<file path="src/rtl/vend_controller.sv">
// vend_controller: central sequencer of the vending machine.
// Accumulates coin credit, authorises a vend when credit covers ITEM_PRICE,
// then pays change greedily (25/10/5) one coin per accepted hopper cycle.
// Optional feature macro: CREDIT_TIMEOUT_EN (idle refund after TIMEOUT_CYCLES
// cycles in CREDIT). Without it no timeout counter is built.
//
// Hopper handshake: a change_* pulse is a coin command. It is issued only in a
// cycle following one in which change_ready was sampled high while in CHANGE;
// with change_ready low the controller holds state and credit unchanged.
module vend_controller #(
  parameter int ITEM_PRICE     = 65,
  parameter int MAX_CREDIT     = 100,
  parameter int CREDIT_W       = 8,
  parameter int TIMEOUT_CYCLES = 1000
) (
  input  logic                clk,
  input  logic                reset,
  input  logic                pulse_5,
  input  logic                pulse_10,
  input  logic                pulse_25,
  input  logic                select,
  input  logic                cancel,
  input  logic                change_ready,
  output logic [CREDIT_W-1:0] credit,
  output logic                dispense,
  output logic                change_25,
  output logic                change_10,
  output logic                change_5,
  output logic                coin_reject,
  output logic                busy,
  output logic [1:0]          dbg_state
);

  typedef enum logic [1:0] {
    S_IDLE   = 2'd0,
    S_CREDIT = 2'd1,
    S_VEND   = 2'd2,
    S_CHANGE = 2'd3
  } state_t;

  localparam logic [CREDIT_W:0]   MAX_C   = (CREDIT_W+1)'(MAX_CREDIT);
  localparam logic [CREDIT_W-1:0] PRICE_C = CREDIT_W'(ITEM_PRICE);
  localparam logic [CREDIT_W-1:0] C25     = CREDIT_W'(25);
  localparam logic [CREDIT_W-1:0] C10     = CREDIT_W'(10);
  localparam logic [CREDIT_W-1:0] C5      = CREDIT_W'(5);

  state_t              state_q, state_n;
  logic [CREDIT_W-1:0] credit_n;
  logic                disp_n, c25_n, c10_n, c5_n, rej_n, busy_n;
  logic                coin_any, coin_ok, timeout_hit;
  logic [CREDIT_W:0]   coin_sum, total;
  logic [CREDIT_W-1:0] pay;

  assign dbg_state = state_q;
  assign coin_any  = pulse_5 | pulse_10 | pulse_25;

  // Coin sum and prospective credit, one bit wider so overflow compares cleanly.
  always_comb begin
    coin_sum = '0;
    if (pulse_5)  coin_sum = coin_sum + (CREDIT_W+1)'(5);
    if (pulse_10) coin_sum = coin_sum + (CREDIT_W+1)'(10);
    if (pulse_25) coin_sum = coin_sum + (CREDIT_W+1)'(25);
    total = {1'b0, credit} + coin_sum;
  end

`ifdef CREDIT_TIMEOUT_EN
  localparam int TW = $clog2(TIMEOUT_CYCLES + 1);
  logic [TW-1:0] timer_q, timer_n;

  assign timeout_hit = (state_q == S_CREDIT) && (timer_q == TW'(TIMEOUT_CYCLES - 1));

  // Timer runs only while staying in CREDIT; activity or entry restarts it.
  always_comb begin
    timer_n = timer_q + TW'(1);
    if (state_q != S_CREDIT || state_n != S_CREDIT || coin_ok || select)
      timer_n = '0;
  end

  // Timer register.
  always_ff @(posedge clk or negedge reset) begin
    if (!reset) timer_q <= '0;
    else        timer_q <= timer_n;
  end
`else
  assign timeout_hit = 1'b0;
`endif

  // Next-state, next-credit and next-output decode.
  always_comb begin
    state_n  = state_q;
    credit_n = credit;
    disp_n   = 1'b0;
    c25_n    = 1'b0;
    c10_n    = 1'b0;
    c5_n     = 1'b0;
    rej_n    = 1'b0;
    coin_ok  = 1'b0;
    pay      = '0;
    case (state_q)
      S_IDLE, S_CREDIT: begin
        if (state_q == S_CREDIT && cancel) begin
          // Full credit becomes the refund; coins this cycle bounce.
          state_n = S_CHANGE;
          rej_n   = coin_any;
        end else if (state_q == S_CREDIT && select && credit >= PRICE_C) begin
          credit_n = credit - PRICE_C;
          disp_n   = 1'b1;
          state_n  = S_VEND;
          rej_n    = coin_any;
        end else if (timeout_hit) begin
          state_n = S_CHANGE;
          rej_n   = coin_any;
        end else if (coin_any) begin
          if (total <= MAX_C) begin
            credit_n = total[CREDIT_W-1:0];
            state_n  = S_CREDIT;
            coin_ok  = 1'b1;
          end else begin
            rej_n = 1'b1;
          end
        end
      end
      S_VEND: begin
        rej_n   = coin_any;
        state_n = (credit != '0) ? S_CHANGE : S_IDLE;
      end
      S_CHANGE: begin
        rej_n = coin_any;
        if (credit == '0) begin
          state_n = S_IDLE;
        end else if (change_ready) begin
          if (credit >= C25) begin
            c25_n = 1'b1;
            pay   = C25;
          end else if (credit >= C10) begin
            c10_n = 1'b1;
            pay   = C10;
          end else begin
            c5_n = 1'b1;
            pay  = C5;
          end
          credit_n = credit - pay;
          if (credit_n == '0) state_n = S_IDLE;
        end
      end
      default: state_n = S_IDLE;
    endcase
    busy_n = (state_n == S_VEND) || (state_n == S_CHANGE);
  end

  // State and registered outputs; reset aborts any vend or payout.
  always_ff @(posedge clk or negedge reset) begin
    if (!reset) begin
      state_q     <= S_IDLE;
      credit      <= '0;
      dispense    <= 1'b0;
      change_25   <= 1'b0;
      change_10   <= 1'b0;
      change_5    <= 1'b0;
      coin_reject <= 1'b0;
      busy        <= 1'b0;
    end else begin
      state_q     <= state_n;
      credit      <= credit_n;
      dispense    <= disp_n;
      change_25   <= c25_n;
      change_10   <= c10_n;
      change_5    <= c5_n;
      coin_reject <= rej_n;
      busy        <= busy_n;
    end
  end

endmodule

</file>
<file path="config.mk">
export PLATFORM = sky130hd
export DESIGN_NAME = vend_controller
export DESIGN_NICKNAME = d
export VERILOG_FILES = /design/src/rtl/vend_controller.sv
export SDC_FILE = /design/constraint.sdc
export NUM_CORES = 1
export LEC_CHECK = 0
export CAP_MARGIN = 0
export CORE_ASPECT_RATIO = 0.8
export CORE_UTILIZATION = 30
export CTS_CLUSTER_SIZE = 12
export DETAILED_ROUTE_END_ITERATION = 10
export PLACE_DENSITY_LB_ADDON = 0.12
export SYNTH_ARGS = -nofsm -noshare
export SYNTH_HDL_FRONTEND = slang
export SYNTH_SLANG_ARGS = --single-unit
</file>
<file path="constraint.sdc">
create_clock -name clk -period 2.75 [get_ports clk]
set_input_delay 0.275 -clock clk [delete_from_list [all_inputs] [get_ports clk]]
set_output_delay 0.275 -clock clk [all_outputs]
set_load 0.02 [all_outputs]
</file>
==> impl_metrics.csv, run 1 <==
group,metric,value,unit
run_status,status,"finished with violations",
run_status,violations,"setup timing",
synth,synth_compound_area_share,30.27,%
power_and_ir_drop,power,4.115,mW
sta,setup_viol_count_final,11,
cells_and_area,syn_to_final_growth,71.51,%
worst_setup_path,r2r_end,"credit[4]$_DFFE_PN0P_",
global_route,grt_max_degree,17,
synth,synth_area_leader_cell,"dfrtp_1",
worst_setup_path,worstSetupPathType,"reg -> reg",
global_route,grt_pass1_wl,9963,um
placement,gp_congestion,0.8126,
synth,synth_cell_types,57,
synth,synthSimpleGateAreaFrac,22.63,%
route,drc,0,
synth,synth_cells,228,
floorplan,die_h,71.96,um
worst_setup_path,worstReg2RegStart,"credit[0]$_DFFE_PN0P_",
route,wl_met2,2569,um
global_route,grt_overflow,0,
synth,ys_warn_count,0,
synth,synth-edff-count,0,
placement,port_buffers,23,
route,drt_first_pass_iters,4,
synth,synth_fa_ha_area_share,15.81,%
synth,synth_fp_nets,258,
synth,yosysTopAreaCellShare,21.81,%
sta,finalMaxSlewViolations,0,
global_route,antenna_found_initial,0,
worst_setup_path,critPathMaxFanout,6,
synth,ys_ff_latch,16,
route,wl_met3,239,um
clocking,clock_latency,260,ps
power_and_ir_drop,cellPowerDensity,1307,mW/mm2
cells_and_area,nets,357,
worst_setup_path,reg2reg_slack,-190,ps
synth,avgSynthCellArea,8.050,um2
sta,hold_viol,0,
sta,period_share,106.9,%
route,met1_length,3458,um
clocking,cts.sinks,16,
worst_setup_path,arrival,3080,ps
sta,hold-worst-slack,455.0,ps
synth,yosysMostFrequentCell,"nand2_1",
clocking,clk_path_buf_depth,2,
floorplan,row_count,25,
sta,setup_slack,-189.4,ps
clocking,root_buffer,"clkbuf_8",
min_path,min_path_type,"in -> async",
floorplan,die_area,0.006437,mm2
sta,fmax,340.2,MHz
worst_setup_path,crit_required,2890,ps
floorplan,initial_core_util,31.05,%
route,ant_nets,0,
cells_and_area,drive_gt1_share,46.93,%
run,maxCapViolations,0,
synth,syn-cell-area,0.001836,mm2
power_and_ir_drop,ir_worst_vdd,0.6204,mV
synth,synth_xor_area_share,4.294,%
synth,synth_area_leaders,"dfrtp_1 (22%), ha_1 (14%), nand2_1 (4.7%), nor2_1 (4.3%), a21oi_1 (3.8%)",
synth,synth_common_cells,"nand2_1 (23), nor2_1 (21), ha_1 (20)",
floorplan,io_pins,24,
route,dr.max_layer_used,"met4",
synth,ys_seq_area_share,21.81,%
cells_and_area,antenna_cells,0,
route,vias_per_cell,5.059,
route,routedWlPerCell,15.45,um
worst_setup_path,crit_path_start_kind,"flip-flop",
synth,synth_mux_area_share,0,%
sta,slew_headroom,48.96,%
synth,synth_top_family_by_area,"compound AO/OA/AOI/OAI gates",
synth,async_flop_share,100.0,%
sta,fin_skew,10.03,ps
clocking,cts_hold_buf,0,
clocking,cts_tree,"yes",
clocking,h-tree-depth,1,
clocking,path_clk_slew,70,ps
global_route,track_usage,20.75,%
floorplan,die_w,89.45,um
route,totalWireLength,6290,um
power_and_ir_drop,p_leak,1.361,nW
global_route,grt_pass1_vias,1911,
placement,hpwl,4795,um
sta,setup_tns,-1666,ps
sta,tightest_slew,763.1,ps
worst_setup_path,crit_path_end_kind,"flip-flop",
synth,synth_ff_type,"dfrtp_1",
sta,rsz0062_at_grt,"true",
sta,final.min_clock_period,2939,ps
worst_setup_path,reg2reg_depth,13,
route,vias,2059,
route,drt-initial-drc-count,82,
floorplan,core_area,0.005912,mm2
clocking,cts_buffers,3,
metrics by stage:
| stage | setup WS [ps] | area [um2] | cells | util [%] |
|---|---|---|---|---|
| after global routing | -372.5 | 3148 | 407 | 53.25 |
| final | -189.4 | 3148 | 407 | 53.25 |
| after detailed placement | -887.7 | 2714 | 388 | 45.90 |
| after floorplan | -128.4 | 1951 | 228 | - |
| after global placement | -833.8 | 2714 | 388 | 45.90 |
| after CTS | -203.8 | 3010 | 400 | 50.92 |
logic make-up after synthesis:
logic type               Yosys count
AO/OA/AOI/OAI                     75
XOR/XNOR                           9
adder cells (fa/ha/maj)           22
buffers and inverters             23
flip-flops                        16
AND/OR/NAND/NOR                   83
how the worst max path moves through the flow:
stage | start | cells past startpoint | slack (ps) | end
finish | credit[0]$_DFFE_PN0P_ | 13 | -190 | credit[4]$_DFFE_PN0P_
global route | credit[0]$_DFFE_PN0P_ | 14 | -370 | dbg_state[0]$_DFF_PN0_
CTS | credit[0]$_DFFE_PN0P_ | 13 | -200 | credit[1]$_DFFE_PN0P_
detailed placement | pulse_5 | 15 | -890 | credit[1]$_DFFE_PN0P_
global placement | pulse_5 | 15 | -830 | credit[1]$_DFFE_PN0P_
floorplan | credit[0]$_DFFE_PN0P_ | 11 | -130 | credit[7]$_DFFE_PN0P_
flip-flops by register name, indices dropped and copies added, names as in the netlist:
signal,flops
credit,8
dbg_state,2
busy,1
change_10,1
change_25,1
change_5,1
coin_reject,1
dispense,1
layout make-up:
| type | count | area (um2) |
|---|---|---|
| Inverter | 15 | 63.81 |
| Multi-Input combinational cell | 190 | 1689 |
| Sequential cell | 16 | 404.1 |
| Tap cell | 81 | 101.3 |
| Timing Repair Buffer | 101 | 834.6 |
| Clock buffer | 4 | 55.05 |
| Fill cell | 544 | 2764 |
where the power goes:
part           switching [mW]  total [mW]  internal, mW
Clock                  0.0888       0.216         0.127
Sequential              0.121       0.442         0.321
Combinational            1.63        3.46          1.82
Total                    1.84        4.11          2.27
per-layer routing:
| layer | vias to the layer above | global-route usage [%] |
|---|---|---|
| met2 | 54 | 29.26 |
| met3 | 2 | 3.754 |
| met5 | - | 0 |
| met4 | 0 | 2.998 |
| li1 | 1035 | - |
| met1 | 968 | 33.07 |
placed cells by master (no fill, tap or decap), drive strengths merged, types with 3 or more instances in the layout:
| cell type | Yosys | layout |
|---|---|---|
| inv | 15 | 15 |
| buf | 2 | 79 |
| nor3b | 3 | 3 |
| a211oi | 4 | 4 |
| nor2 | 22 | 22 |
| nand2b | 3 | 3 |
| nand2 | 23 | 23 |
| nor3 | 5 | 5 |
| clkbuf | 6 | 6 |
| o221ai | 3 | 3 |
| and3 | 3 | 3 |
| clkdlybuf4s50 | 0 | 20 |
| xor2 | 7 | 7 |
| a31oi | 3 | 3 |
| a21oi | 16 | 16 |
| nand3 | 5 | 5 |
| o21ai | 15 | 15 |
| o21a | 3 | 3 |
| a31o | 2 | 3 |
| dfrtp | 16 | 16 |
| o211ai | 6 | 6 |
| nor2b | 6 | 6 |
| ha | 20 | 20 |
| and2 | 4 | 4 |
| o31ai | 3 | 3 |
worst max-delay path, stage by stage (launching register included):
cell      delay (ps)
dfrtp_2          450
buf_6            130
ha_4             150
inv_2             50
fa_2             440
nor2b_4          140
o32a_1           170
a211o_1          310
a221oi_4         270
o211ai_4         160
a31o_4           300
buf_6            130
nor2_4            70
a31oi_2           40
repair_timing:
| item | in CTS | in global routing |
|---|---|---|
| gates cloned | 1 | 0 |
| pin swaps | 25 | 17 |
| endpoints found under the setup margin | 12 | 11 |
| buffers inserted | 7 | 7 |
| gates resized for setup | 46 | 22 |
Power figures use the tool's default switching activity.
==> run 2: changes to the inputs <==
CTS_CLUSTER_SIZE = 30   (was 12)
==> results of run 2 <==
The final DEF is identical to that of run 1; final timing and power are the same.
==> run 3: changes to the inputs <==
SLEW_MARGIN = 20   (was not set)
clock period = 2.69 ns   (was 2.75 ns; I/O delays follow)
==> run 3 against run 2 <==
Compared with the run above: the flow still finishes with violations (setup timing); wire length decreased by 6.3%; hold slack better by 8.6 ps; register-to-register slack lost 70 ps; final area down 2.7%; combinational power fell by 1%; worst setup slack worse by 66 ps; critical path type unchanged; largest power group unchanged.
==> impl_metrics.csv, run 3 (synthesis results as in run 1) <==
group,metric,value,unit
run_status,status,"finished with violations",
run_status,violations,"setup timing",
power_and_ir_drop,power,4.075,mW
global_route,grt_max_degree,17,
cells_and_area,syn_to_final_growth,66.80,%
route,vias,2009,
cells_and_area,top_register,"credit",
sta,tightest_slew,798.8,ps
worst_setup_path,worstSetupPathType,"reg -> reg",
placement,gp_congestion,0.8225,
route,totalWireLength,5894,um
global_route,grt_pass1_vias,1830,
floorplan,row_count,25,
route,vias_per_cell,5.010,
power_and_ir_drop,p_seq_share,10.7,%
cells_and_area,nets,351,
route,drt-initial-drc-count,131,
floorplan,core_area,0.005912,mm2
global_route,grt_overflow,0,
clocking,cts_buffers,3,
power_and_ir_drop,cellPowerDensity,1331,mW/mm2
cells_and_area,largest_reg_flops,8,
power_and_ir_drop,p_leak,1.320,nW
cells_and_area,fin_cells,401,
sta,final.min_clock_period,2945,ps
route,drc,0,
worst_setup_path,crit_path_end_kind,"flip-flop",
power_and_ir_drop,clkPwrFrac,5.6,%
clocking,cts.sinks,16,
min_path,min_path_type,"in -> async",
placement,place_area,0.002686,mm2
power_and_ir_drop,sw_frac_of_total,44.72,%
worst_setup_path,critPathMaxFanout,8,
power_and_ir_drop,comb_power_share,83.7,%
placement,hpwl,4630,um
power_and_ir_drop,internal-power,2.252,mW
floorplan,die_h,71.96,um
cells_and_area,mostFrequentLayoutCell,"buf_4",
clocking,h-tree-depth,1,
cells_and_area,antenna_cells,0,
worst_setup_path,crit_path_start_kind,"flip-flop",
worst_setup_path,worstReg2RegStart,"credit[1]$_DFFE_PN0P_",
route,drt_first_pass_iters,4,
power_and_ir_drop,ir_worst_vdd,0.6082,mV
worst_setup_path,critPathLaunch,"credit[1]$_DFFE_PN0P_",
sta,rsz0062_at_grt,"true",
sta,hold_viol,0,
run,maxCapViolations,0,
sta,fmax,339.5,MHz
placement,dpl.cell_count,386,
clocking,clk_path_buf_depth,2,
clocking,clock_latency,260,ps
sta,slew_headroom,46.58,%
placement,port_buffers,23,
sta,setup_slack,-255.4,ps
clocking,root_buffer,"clkbuf_8",
global_route,antenna_found_initial,0,
floorplan,die_area,0.006437,mm2
floorplan,die_w,89.45,um
clocking,cts_hold_buf,0,
global_route,grt_pass1_wl,9453,um
worst_setup_path,arrival,3110,ps
clocking,path_clk_slew,80,ps
route,ant_nets,0,
cells_and_area,final_cell_mix,"buf_4 (66), nand2_1 (21), clkdlybuf4s50_1 (20)",
global_route,track_usage,19.55,%
cells_and_area,drive_gt1_share,43.13,%
floorplan,initial_core_util,31.05,%
power_and_ir_drop,switchingPower,1.822,mW
sta,setup_viol_count_final,11,
worst_setup_path,crit_required,2850,ps
sta,period_share,109.5,%
cells_and_area,postLayoutCellArea,0.003062,mm2
route,routedWlPerCell,14.70,um
floorplan,io_pins,24,
sta,fin_skew,13.23,ps
sta,finalMaxSlewViolations,0,
clocking,cts_tree,"yes",
[run 3: changes by cell type in the layout (fill, tap and decap cells not counted), moves of 2 or more]
cell	change
a21oi_1	+3
xor2_1	-2
xor2_2	+2
clkbuf_2	-2
o21ai_2	-3
buf_4	-3
a21oi_2	-3
buf_6	-2
nor2b_1	+2
o21ai_1	+4
[run 3: metal layers]
metal  track usage (%)  vias up  routed length (um)
met3             3.299        7                 228
li1                  -     1015                   -
met4             3.527        0                  48
met5                 0        -                   0
met2             28.84       51                2533
met1             29.97      936                3084
[run 3: power by group through the flow]
| stage | logic, mW | registers (mW) | clock network (mW) |
|---|---|---|---|
| after floorplan | 1.58 | 0.544 | 0 |
| after global placement | 2.87 | 0.437 | 0 |
| after detailed placement | 2.87 | 0.435 | 0 |
| after CTS | 3.22 | 0.439 | 0.235 |
| after global routing | 3.68 | 0.453 | 0.239 |
| final | 3.41 | 0.437 | 0.227 |
[run 3: cell type report]
| cell class | instances | area [um2] |
|---|---|---|
| clock buffers | 4 | 55.05 |
| flip-flops and latches | 16 | 404.1 |
| multi-input cells | 189 | 1642 |
| fillers | 553 | 2850 |
| repair buffers | 96 | 795.8 |
| well taps | 81 | 101.3 |
| inverters | 15 | 63.81 |
[run 3: worst max-delay path, cell delays in order (launching register included)]
cell      delay, ps
dfrtp_2         440
inv_4            70
buf_4           140
buf_4           130
fa_2            370
xor2_1          190
o32a_1          190
a211o_1         300
a221oi_2        300
o211ai_4        120
a31o_4          300
buf_6           140
o21a_1          150
[run 3: stage by stage]
stage               hold slack (ps)  worst slack, ps  setup TNS, ps  util (%)
finish                        463.6           -255.4          -2235     51.79
CTS                           485.1           -258.7          -2488     50.62
detailed placement            611.7           -981.1          -9267     45.44
floorplan                    -26.59           -188.4          -1366         -
global route                  529.9           -455.9          -3715     51.79
global placement              609.2           -980.5          -9211     45.44
[run 3: path summary, 6_finish.rpt]
kind	end	cells after the start	slack, ps
setup / recovery	credit[2]$_DFFE_PN0P_	12	-260
hold / removal	dbg_state[0]$_DFF_PN0_	1	460
setup reg to reg	credit[2]$_DFFE_PN0P_	12	-260
hold reg to reg	dbg_state[0]$_DFF_PN0_	1	610
max in group asynchronous	credit[6]$_DFFE_PN0P_	1	1670
min in group clk	coin_reject$_DFF_PN0_	4	510
[run 3: timing repair]
action	CTS	global route
endpoints found under the hold margin	0	0
buffers inserted	8	3
gates cloned	0	0
setup endpoints to repair	12	12
pin swaps	30	16
gates resized for setup	47	11
